`src/rtl/fsm_ring_pkg.sv`:
```
// rtl/fsm_ring_pkg.sv - shared constants and index helpers for the ring sequencer
package fsm_ring_pkg;

  localparam logic DIR_FWD = 1'b0;
  localparam logic DIR_BWD = 1'b1;

  function automatic int state_w(input int n);
    return (n <= 2) ? 1 : $clog2(n);
  endfunction

  function automatic int ring_next(input int state, input logic dir, input int n);
    if (dir == DIR_FWD) return (state == n - 1) ? 0 : state + 1;
    else                return (state == 0) ? n - 1 : state - 1;
  endfunction

endpackage

```
`src/rtl/fsm_ring_dwell_cnt.sv`:
```
// rtl/fsm_ring_dwell_cnt.sv - per-state dwell counter; adv fires once cnt reaches dwell
module fsm_ring_dwell_cnt #(
  parameter int DWELL_W = 4
) (
  input  logic               clk,
  input  logic               reset,
  input  logic               run,
  input  logic [DWELL_W-1:0] dwell,
  input  logic               clr,
  output logic               adv
);

  logic [DWELL_W-1:0] cnt;

  // >= lets a shrinking dwell release immediately instead of waiting for a wrap
  assign adv = run && (cnt >= dwell);

  always_ff @(posedge clk or posedge reset) begin
    if (reset)            cnt <= '0;
    else if (clr || adv)  cnt <= '0;
    else if (run)         cnt <= cnt + 1'b1;
  end

endmodule

```
`src/rtl/fsm_ring_sequencer.sv`:
```
// rtl/fsm_ring_sequencer.sv - N-state cyclic Moore sequencer with dwell, direction and wrap pulse
// Optional FSM_RING_ILLEGAL_RECOVERY_EN: out-of-range state returns to 0 and pulses err.
module fsm_ring_sequencer
  import fsm_ring_pkg::*;
#(
  parameter int NUM_STATES   = 3,
  parameter int DWELL_W      = 4,
  parameter int ACTIVE_STATE = 2
) (
  input  logic                            clk,
  input  logic                            reset,
  input  logic                            run,
  input  logic                            dir,
  input  logic [DWELL_W-1:0]              dwell,
  output logic [state_w(NUM_STATES)-1:0]  state,
  output logic [NUM_STATES-1:0]           state_oh,
  output logic                            y,
  output logic                            wrap,
  output logic                            err
);

  localparam int SW = state_w(NUM_STATES);

  logic [SW-1:0] state_q, state_d;
  logic          wrap_q, wrap_d, err_q;
  logic          legal, adv, clr;

  assign legal = int'(state_q) < NUM_STATES;

`ifdef FSM_RING_ILLEGAL_RECOVERY_EN
  assign clr = !legal;
`else
  assign clr = 1'b0;
`endif

  fsm_ring_dwell_cnt #(.DWELL_W(DWELL_W)) u_dwell (
    .clk   (clk),
    .reset (reset),
    .run   (run),
    .dwell (dwell),
    .clr   (clr),
    .adv   (adv)
  );

  always_comb begin
    state_d = state_q;
    wrap_d  = 1'b0;
    if (clr) begin
      state_d = '0;
    end else if (legal && adv) begin
      state_d = SW'(ring_next(int'(state_q), dir, NUM_STATES));
      wrap_d  = (dir == DIR_FWD) ? (int'(state_q) == NUM_STATES - 1) : (state_q == '0);
    end
  end

  always_ff @(posedge clk or posedge reset) begin
    if (reset) begin
      state_q <= '0;
      wrap_q  <= 1'b0;
      err_q   <= 1'b0;
    end else begin
      state_q <= state_d;
      wrap_q  <= wrap_d;
      err_q   <= clr;
    end
  end

  // illegal indices decode to all-zero one-hot and y=0
  always_comb begin
    state_oh = '0;
    for (int i = 0; i < NUM_STATES; i++) state_oh[i] = (int'(state_q) == i);
  end

  assign state = state_q;
  assign y     = (int'(state_q) == ACTIVE_STATE);
  assign wrap  = wrap_q;
  assign err   = err_q;

endmodule

```
`config.mk`:
```
export PLATFORM = sky130hd
export DESIGN_NAME = fsm_ring_sequencer
export DESIGN_NICKNAME = d
export VERILOG_FILES = /design/src/rtl/fsm_ring_pkg.sv /design/src/rtl/fsm_ring_dwell_cnt.sv /design/src/rtl/fsm_ring_sequencer.sv
export SDC_FILE = /design/constraint.sdc
export NUM_CORES = 1
export LEC_CHECK = 0
export ABC_CLOCK_PERIOD_IN_PS = 4000
export CORE_AREA = 2 2 39 41
export DETAILED_ROUTE_END_ITERATION = 8
export DIE_AREA = 0 0 41 43
export MAX_ROUTING_LAYER = met4
export PLACE_DENSITY = 0.8
export SLEW_MARGIN = 40
export SYNTH_ARGS = -nofsm -noshare
export SYNTH_HDL_FRONTEND = slang
export SYNTH_HIERARCHICAL = 1
export SYNTH_SLANG_ARGS = --single-unit
```
`constraint.sdc`:
```
create_clock -name clk -period 4 [get_ports clk]
set_input_delay 0.8 -clock clk [delete_from_list [all_inputs] [get_ports clk]]
set_output_delay 0.8 -clock clk [all_outputs]
set_load 0.03 [all_outputs]
```
# After elaboration in Yosys (flattened, before gate mapping)

Index checks and enable logic that the tools add are counted.

Flip-flop bits (word level): 7
Input port bits: 8
Output and inout bits: 8

$add $sub $neg: 3
Order comparisons: 2
Eq/ne operators: 2
Mux-type cells: 7
Reduce and logical (&&, ||, !) cells: 5

Operator list:

| operator                                                           | count |
|---|---|
| 4-bit 2-to-1 mux                                                   | 2 |
| 2-bit 2-to-1 mux                                                   | 3 |
| 4-bit by 1-bit adder with 4-bit output, second input constant      | 1 |
| 2-bit equality test, second input constant                         | 2 |
| 4-bit greater-or-equal comparator                                  | 1 |
| 2-bit zero test                                                    | 2 |
| 2-bit by 1-bit adder with 2-bit output, second input constant      | 1 |
| 1-bit logical AND                                                  | 2 |
| 2-bit less-than comparator, second input constant                  | 1 |
| 1-bit 2-to-1 mux                                                   | 2 |
| 2-bit nonzero test                                                 | 1 |
| 2-bit by 1-bit subtractor with 2-bit output, second input constant | 1 |

# Depth between registers and ports, before layout

Gate-level depths: netlist of the first run.

Word-level depth: 4
Mapped depth: 8
Gate-level depth less buffers: 8

# Hierarchy

The synthesis of the first run kept the hierarchy.

Modules (own cells, without submodules):

| module             | instances | cells an instance | area each (um^2) | sequential area each (um^2) |
|---|---|---|---|---|
| fsm_ring_dwell_cnt | 1         | 37                | 347.8            | 100.1 |
| fsm_ring_sequencer | 1         | 23                | 216.5            | 75.1 |

# Least setup slack after synthesis of the first run

No wires, ideal clock.

Path type: input to register
Start: in dwell[0]
End: reg state_q[0], in the netlist state[0]
Setup time: 0.077 ns
Arrival: 1.980 ns
Required time: 3.923 ns
Setup slack: 1.943 ns
Stages on the path: 7
Buffers on the path: 0
Path through: ha_1 -> nand2b_4 -> a2111oi_4 -> nor3b_1 -> nand2b_1 -> nand2_1 -> o21ai_1

Word-level cells in the longest chain between the ends: 3

Ends and longest elaborated chain:

| item                              | RTL line                 | RTL |
|---|---|---|
| start: declaration                | fsm_ring_sequencer.sv:14 | `input logic [DWELL_W-1:0] dwell,` |
| 4-bit greater-or-equal comparator | fsm_ring_dwell_cnt.sv:16 | `assign adv = run && (cnt >= dwell);` |
| 1-bit logical AND                 | fsm_ring_dwell_cnt.sv:16 |  |
| named net adv                     | fsm_ring_sequencer.sv:26 | `logic legal, adv, clr;` |
| 1-bit logical AND                 | fsm_ring_sequencer.sv:50 | `end else if (legal && adv) begin` |
| end signal: assignment            | fsm_ring_sequencer.sv:62 | `state_q <= state_d;` |
| end: declaration                  | fsm_ring_sequencer.sv:24 | `logic [SW-1:0] state_q, state_d;` |

The timed path passes the listed nets, and every way through them passes these cells.
A chain may end at the register's enable or synchronous reset.

# Final worst setup path of the first run

Start: reg state_q[0], in the netlist state[0]
End: out y

Word-level cells in the longest chain between the ends: 1

Ends and longest elaborated chain:

| item                | RTL line                 | RTL |
|---|---|---|
| 2-bit equality test | fsm_ring_sequencer.sv:75 | `assign y = (int'(state_q) == ACTIVE_STATE);` |
| end: declaration    | fsm_ring_sequencer.sv:17 | `output logic y,` |

No other way between the ends.

==> results.toml, run 1 <==
[worst_setup_path]
maximum_fanout_along_the_worst_path = 5
reg2reg_depth = 8
critical_path.reg2reg.startpoint = "u_dwell/cnt[0]$_DFFE_PP0P_"
max_stage_delay_ns = 0.69
setup.worst_path.start_class = "flip-flop"
critical_path_class = "reg2out"
critPathCaptureType = "primary output"
critPathRequiredTime_ns = 3.20
rr_endpoint = "state[0]$_DFFE_PP0P_"
timing.critical_path.slowest_stage_cell = "sky130_fd_sc_hd__clkdlybuf4s50_1"
crit_arrival_ns = 1.68
worstPathCellList = "inv_1 > ha_1 > clkdlybuf4s50_1"
setup.reg_to_reg.worst_slack_ns = 2.16

[global_routing]
pin_count_of_the_biggest_net_entering_global_routing = 10
globalRouteOverflowTotal = 0
number_of_global_route_vias_before_repair = 435
grt.total_usage = 0.1457
first_pass_grt_wire_length_um = 1725
initial_antenna_violation_count = 0

[synth]
ys_ff_latch = 7
synthCells = 60
synth.yosys.warnings = 6
post_synth_num_cell_types = 21
ys_seq_area_frac = 0.3104
avgSynthCellArea_um2 = 9.405
synthesis.area_um2 = 564.3

[route]
detailedRoute.firstIterationViolations = 6
drt-vias-per-instance = 4.656
ant_nets = 0
drc = 0
first_pass_detailed_route_iteration_total = 4
wl_per_cell_um = 10.60
detail_route.wirelength_um = 1018
detailroute.via_count = 447

[timing]
unrepaired_setup_endpoints_after_global_routing = "no"
timing.final.ws_setup_ns = 1.517
timing.setup.tns_ns = 0
crit_share_post_route = 0.6208
final-setup-viol-count = 0
finalHoldViolCount = 0
final_period_minus_worst_setup_slack_ns = 2.483
hold-worst-slack_ns = 0.5773
slew_viol_final = 0
max_clock_freq_mhz = 402.7
fin_worst_skew_ns = 0.002096

[cts]
clock-sinks = 7
cts_max_level = 1
postCtsResizedCells = 0
cts-root-to-sink-buffers = 2
tritoncts_clock_tree = "yes"
clk_transition_reported_paths_ns = 0.05
insertion_delay_ns = 0.24
number_of_buffers_inserted_during_clock_tree_synthesis = 3
postCtsSetupRepairBufs = 0
post_cts_hold_buffer_count = 0
cts_root_buf = "sky130_fd_sc_hd__clkbuf_4"

[placement]
place_hpwl_um = 839.3
gp_congestion = 0.6450
post_placement_setup_slack_ns = 1.378
numPlacedInstances = 92
io_buffer_count = 14

[power]
switchingPower_mw = 0.1564
pwr-share-seq = 0.267
ir_worst_vdd_v = 0.0003984
netSwitchingFraction = 0.4259
pwr-share-comb = 0.566
power_density_nw_per_um2 = 489.2
internal_power_summed_over_all_cells_mw = 0.2108
power_frac_clock = 0.167
total_leakage_power_nw = 0.3588

[job]
drv.max_cap_violation_count = 0

[min_path]
min-delay-path-class = "reg2reg"
hold_start = "u_dwell/cnt[3]$_DFFE_PP0P_"
worstHoldEndpoint = "u_dwell/cnt[3]$_DFFE_PP0P_"
whs_path_depth = 2

[finish]
finish.net_count = 98
areaGrowthSynthToFinish_pct = 33.04
post_route_cells_drive_above_1_share = 0.06250
antenna_cells = 0
final_common_cell = "sky130_fd_sc_hd__clkdlybuf4s50_1"
layout_common_cells = "sky130_fd_sc_hd__clkdlybuf4s50_1, sky130_fd_sc_hd__inv_1, sky130_fd_sc_hd__ha_1, sky130_fd_sc_hd__dfrtp_1"
num-fill-cells = 137
final_core_util = 0.5425
layout.cells.non_filler = 96

[floorplan]
row_count = 14
design.core.area_um2 = 1384
area_of_the_die_um2 = 1763
die_h_um = 43
io-pin-count = 16
initial_utilization = 0.4078
floorplan.die.width_um = 41

[status]
run_status = "finished clean"
## metrics by stage
stage | cell area (um2) | power (mW)
2_1_floorplan | 579.3 | 0.2382
3_3_place_gp | 724.4 | 0.3040
3_5_place_dp | 724.4 | 0.3090
4_1_cts | 750.7 | 0.3754
5_1_grt | 750.7 | 0.3999
6_report | 750.7 | 0.3673
## worst max-delay path by stage
stage,startpoint,endpoint,slack (ns),depth (start not counted)
6_report,state[0]$_DFFE_PP0P_,y,1.52,3
2_1_floorplan,dwell[0],state[0]$_DFFE_PP0P_,1.94,7
3_3_place_gp,dwell[0],state[0]$_DFFE_PP0P_,1.43,7
3_5_place_dp,dwell[0],state[0]$_DFFE_PP0P_,1.38,8
4_1_cts,state[0]$_DFFE_PP0P_,state_oh[2],1.48,3
5_1_grt,state[0]$_DFFE_PP0P_,state_oh[2],1.41,3
## per-layer routing
metal,GRT usage,wire length [um],vias up
li1,-,-,232
met1,0.1498,404,202
met2,0.2500,556,11
met4,0.06000,14,0
met5,-,0,-
met3,0.03141,42,2
## critical path, delay by kind of cell, from the launching register on
kind                     cells  cell delay, ns
buffers and inverters        2            0.80
flip-flops                   1            0.43
adder cells (fa/ha/maj)      1            0.21
## power groups by stage
stage,Sequential (mW),Clock (mW),Combinational (mW)
floorplan,0.114,0,0.124
global placement,0.0981,0,0.206
detailed placement,0.0991,0,0.210
CTS,0.0985,0.0656,0.211
global route,0.102,0.0701,0.228
finish,0.0980,0.0613,0.208
## state kept, by name, indices dropped and copies added (netlist names)
register / count
state: 2
wrap: 1
u_dwell/cnt: 4
## cell type report
cell class              count  area, um2  area share
well taps                  16      20.02     0.02667
multi-input cells          45      351.6      0.4683
repair buffers             14      140.1      0.1867
clock buffers               4      26.28     0.03500
inverters                  10      37.54     0.05000
flip-flops and latches      7      175.2      0.2333
## cell families after synthesis
family                     share of synthesized area
muxes                                        0.05322
DFF                                           0.3104
other                                       0.006646
and+or+nand+nor                               0.1663
adders and majority gates                     0.1996
AOI/OAI and AO/OA                             0.1707
buffers and inverters                        0.09313
## Yosys cell counts
master                       n  share of area
sky130_fd_sc_hd__nand3_1     1         0.0089
sky130_fd_sc_hd__a2111oi_4   1          0.049
sky130_fd_sc_hd__and2_1      1          0.011
sky130_fd_sc_hd__buf_4       2          0.027
sky130_fd_sc_hd__nor3b_1     2          0.027
sky130_fd_sc_hd__inv_1      10          0.067
sky130_fd_sc_hd__ha_1        9           0.20
sky130_fd_sc_hd__o21ai_1     2          0.018
sky130_fd_sc_hd__dfrtp_1     7           0.31
sky130_fd_sc_hd__o211ai_1    2          0.027
sky130_fd_sc_hd__nand2b_1    5          0.055
sky130_fd_sc_hd__o22ai_1     1          0.011
sky130_fd_sc_hd__nand3b_1    1          0.013
sky130_fd_sc_hd__conb_1      1         0.0066
sky130_fd_sc_hd__nand2b_4    1          0.024
sky130_fd_sc_hd__nor2_1      2          0.013
sky130_fd_sc_hd__o21a_1      1          0.013
sky130_fd_sc_hd__o21ai_0     2          0.018
sky130_fd_sc_hd__nand2_1     2          0.013
sky130_fd_sc_hd__a21oi_1     4          0.035
sky130_fd_sc_hd__mux2i_1     3          0.053
Note: power is estimated with default switching activity, not from simulation.
==> run 2, diff against run 1 <==
- ABC_CLOCK_PERIOD_IN_PS: 4000 -> 2450
- clock period: 4 -> 2.45 ns (I/O delays scaled with it)
==> results.toml, run 2 (synthesized netlist as in run 1, its figures left out) <==
[global_routing]
globalRouteOverflowTotal = 0
initial_antenna_violation_count = 0
pin_count_of_the_biggest_net_entering_global_routing = 10
number_of_global_route_vias_before_repair = 424
grt.total_usage = 0.1443
first_pass_grt_wire_length_um = 1731

[timing]
fin_worst_skew_ns = 0.001215
final-setup-viol-count = 0
max_clock_freq_mhz = 464.3
timing.final.ws_setup_ns = 0.2962
timing.setup.tns_ns = 0
hold-worst-slack_ns = 0.4355
finalHoldViolCount = 0
unrepaired_setup_endpoints_after_global_routing = "no"
crit_share_post_route = 0.8791
final_period_minus_worst_setup_slack_ns = 2.154
slew_viol_final = 0

[finish]
max_flop_register = "u_dwell/cnt"
finish.net_count = 98
layout_common_cells = "sky130_fd_sc_hd__clkdlybuf4s50_1, sky130_fd_sc_hd__inv_1, sky130_fd_sc_hd__ha_1, sky130_fd_sc_hd__dfrtp_1"
number_of_flip_flops_under_the_largest_register_name = 4
post_route_cells_drive_above_1_share = 0.06250
antenna_cells = 0
areaGrowthSynthToFinish_pct = 33.04
final_common_cell = "sky130_fd_sc_hd__clkdlybuf4s50_1"

[cts]
cts_max_level = 1
number_of_buffers_inserted_during_clock_tree_synthesis = 3
cts_root_buf = "sky130_fd_sc_hd__clkbuf_4"
tritoncts_clock_tree = "yes"
post_cts_hold_buffer_count = 0
clock-sinks = 7
insertion_delay_ns = 0.24
clk_transition_reported_paths_ns = 0.05
cts-root-to-sink-buffers = 2
postCtsResizedCells = 0
postCtsSetupRepairBufs = 0

[status]
run_status = "finished clean"

[job]
drv.max_cap_violation_count = 0

[power]
total_leakage_power_nw = 0.3588
power_density_nw_per_um2 = 798.6
ir_worst_vdd_v = 0.0005650

[floorplan]
io-pin-count = 16
die_h_um = 43
initial_utilization = 0.4078
floorplan.die.width_um = 41
row_count = 14
design.core.area_um2 = 1384
area_of_the_die_um2 = 1763

[route]
drc = 0
ant_nets = 0
detail_route.wirelength_um = 917
detailedRoute.firstIterationViolations = 8
wl_per_cell_um = 9.552
drt-vias-per-instance = 4.792
first_pass_detailed_route_iteration_total = 4
detailroute.via_count = 460

[worst_setup_path]
crit_arrival_ns = 1.66
critical_path_class = "reg2out"
maximum_fanout_along_the_worst_path = 5
critPathCaptureType = "primary output"
timing.critical_path.slowest_stage_cell = "sky130_fd_sc_hd__clkdlybuf4s50_1"
worstPathCellList = "inv_1 > ha_1 > clkdlybuf4s50_1"
setup.worst_path.start_class = "flip-flop"
critPathRequiredTime_ns = 1.96
max_stage_delay_ns = 0.69

[placement]
place_hpwl_um = 770.2
post_placement_setup_slack_ns = 0.1802
gp_congestion = 0.6796
io_buffer_count = 14

[min_path]
min-delay-path-class = "in2async"
-- run 2: cell counts in the layout (fill, tap and decap cells not counted) --
No cell type changed its count.
-- run 2: power breakdown --
group / internal, mW / switching, mW / leakage (nW)
Sequential: 0.134 / 0.0260 / 0.0941
Combinational: 0.147 / 0.190 / 0.250
Clock: 0.0620 / 0.0400 / 0.0150
-- run 2: worst paths after layout --
path | start | depth (start not counted) | end | slack (ns)
worst min-delay path | reset | 2 | state[0]$_DFFE_PP0P_ | 0.44
max in group asynchronous | reset | 2 | u_dwell/cnt[2]$_DFFE_PP0P_ | 1.84
worst max register to register | u_dwell/cnt[0]$_DFFE_PP0P_ | 8 | state[0]$_DFFE_PP0P_ | 0.65
worst min register to register | u_dwell/cnt[3]$_DFFE_PP0P_ | 2 | u_dwell/cnt[3]$_DFFE_PP0P_ | 0.58
worst max-delay path | state[0]$_DFFE_PP0P_ | 3 | state_oh[2] | 0.30
min in group clk | u_dwell/cnt[3]$_DFFE_PP0P_ | 2 | u_dwell/cnt[3]$_DFFE_PP0P_ | 0.58
-- run 2: worst max-delay path: cells and delay by family, from the launching register on --
kind                       cells  cell delay (ns)
buffers and inverters          2             0.79
adders and majority gates      1             0.20
DFF                            1             0.43
-- run 2: routing by layer --
metal,up-vias,GRT usage,wire length [um]
met5,-,-,0
met1,207,0.1887,423
li1,238,-,-
met2,15,0.2000,440
met4,0,0.06000,0
met3,0,0.04712,52
-- run 2: cell type report --
| type | instances | area (um2) |
|---|---|---|
| clock buffers | 4 | 26.28 |
| multi-input cells | 45 | 351.6 |
| inverters | 10 | 37.54 |
| well taps | 16 | 20.02 |
| flip-flops and latches | 7 | 175.2 |
| fillers | 130 | 633.1 |
| repair buffers | 14 | 140.1 |
-- run 2: metrics by stage --
stage / util / cell area (um2) / cells / power [mW]
finish: 0.5425 / 750.7 / 96 / 0.5995
global route: 0.5425 / 750.7 / 96 / 0.6433
CTS: 0.5425 / 750.7 / 96 / 0.6026
detailed placement: 0.5235 / 724.4 / 92 / 0.4984
global placement: 0.5235 / 724.4 / 92 / 0.4977
floorplan: - / 579.3 / 64 / 0.3890
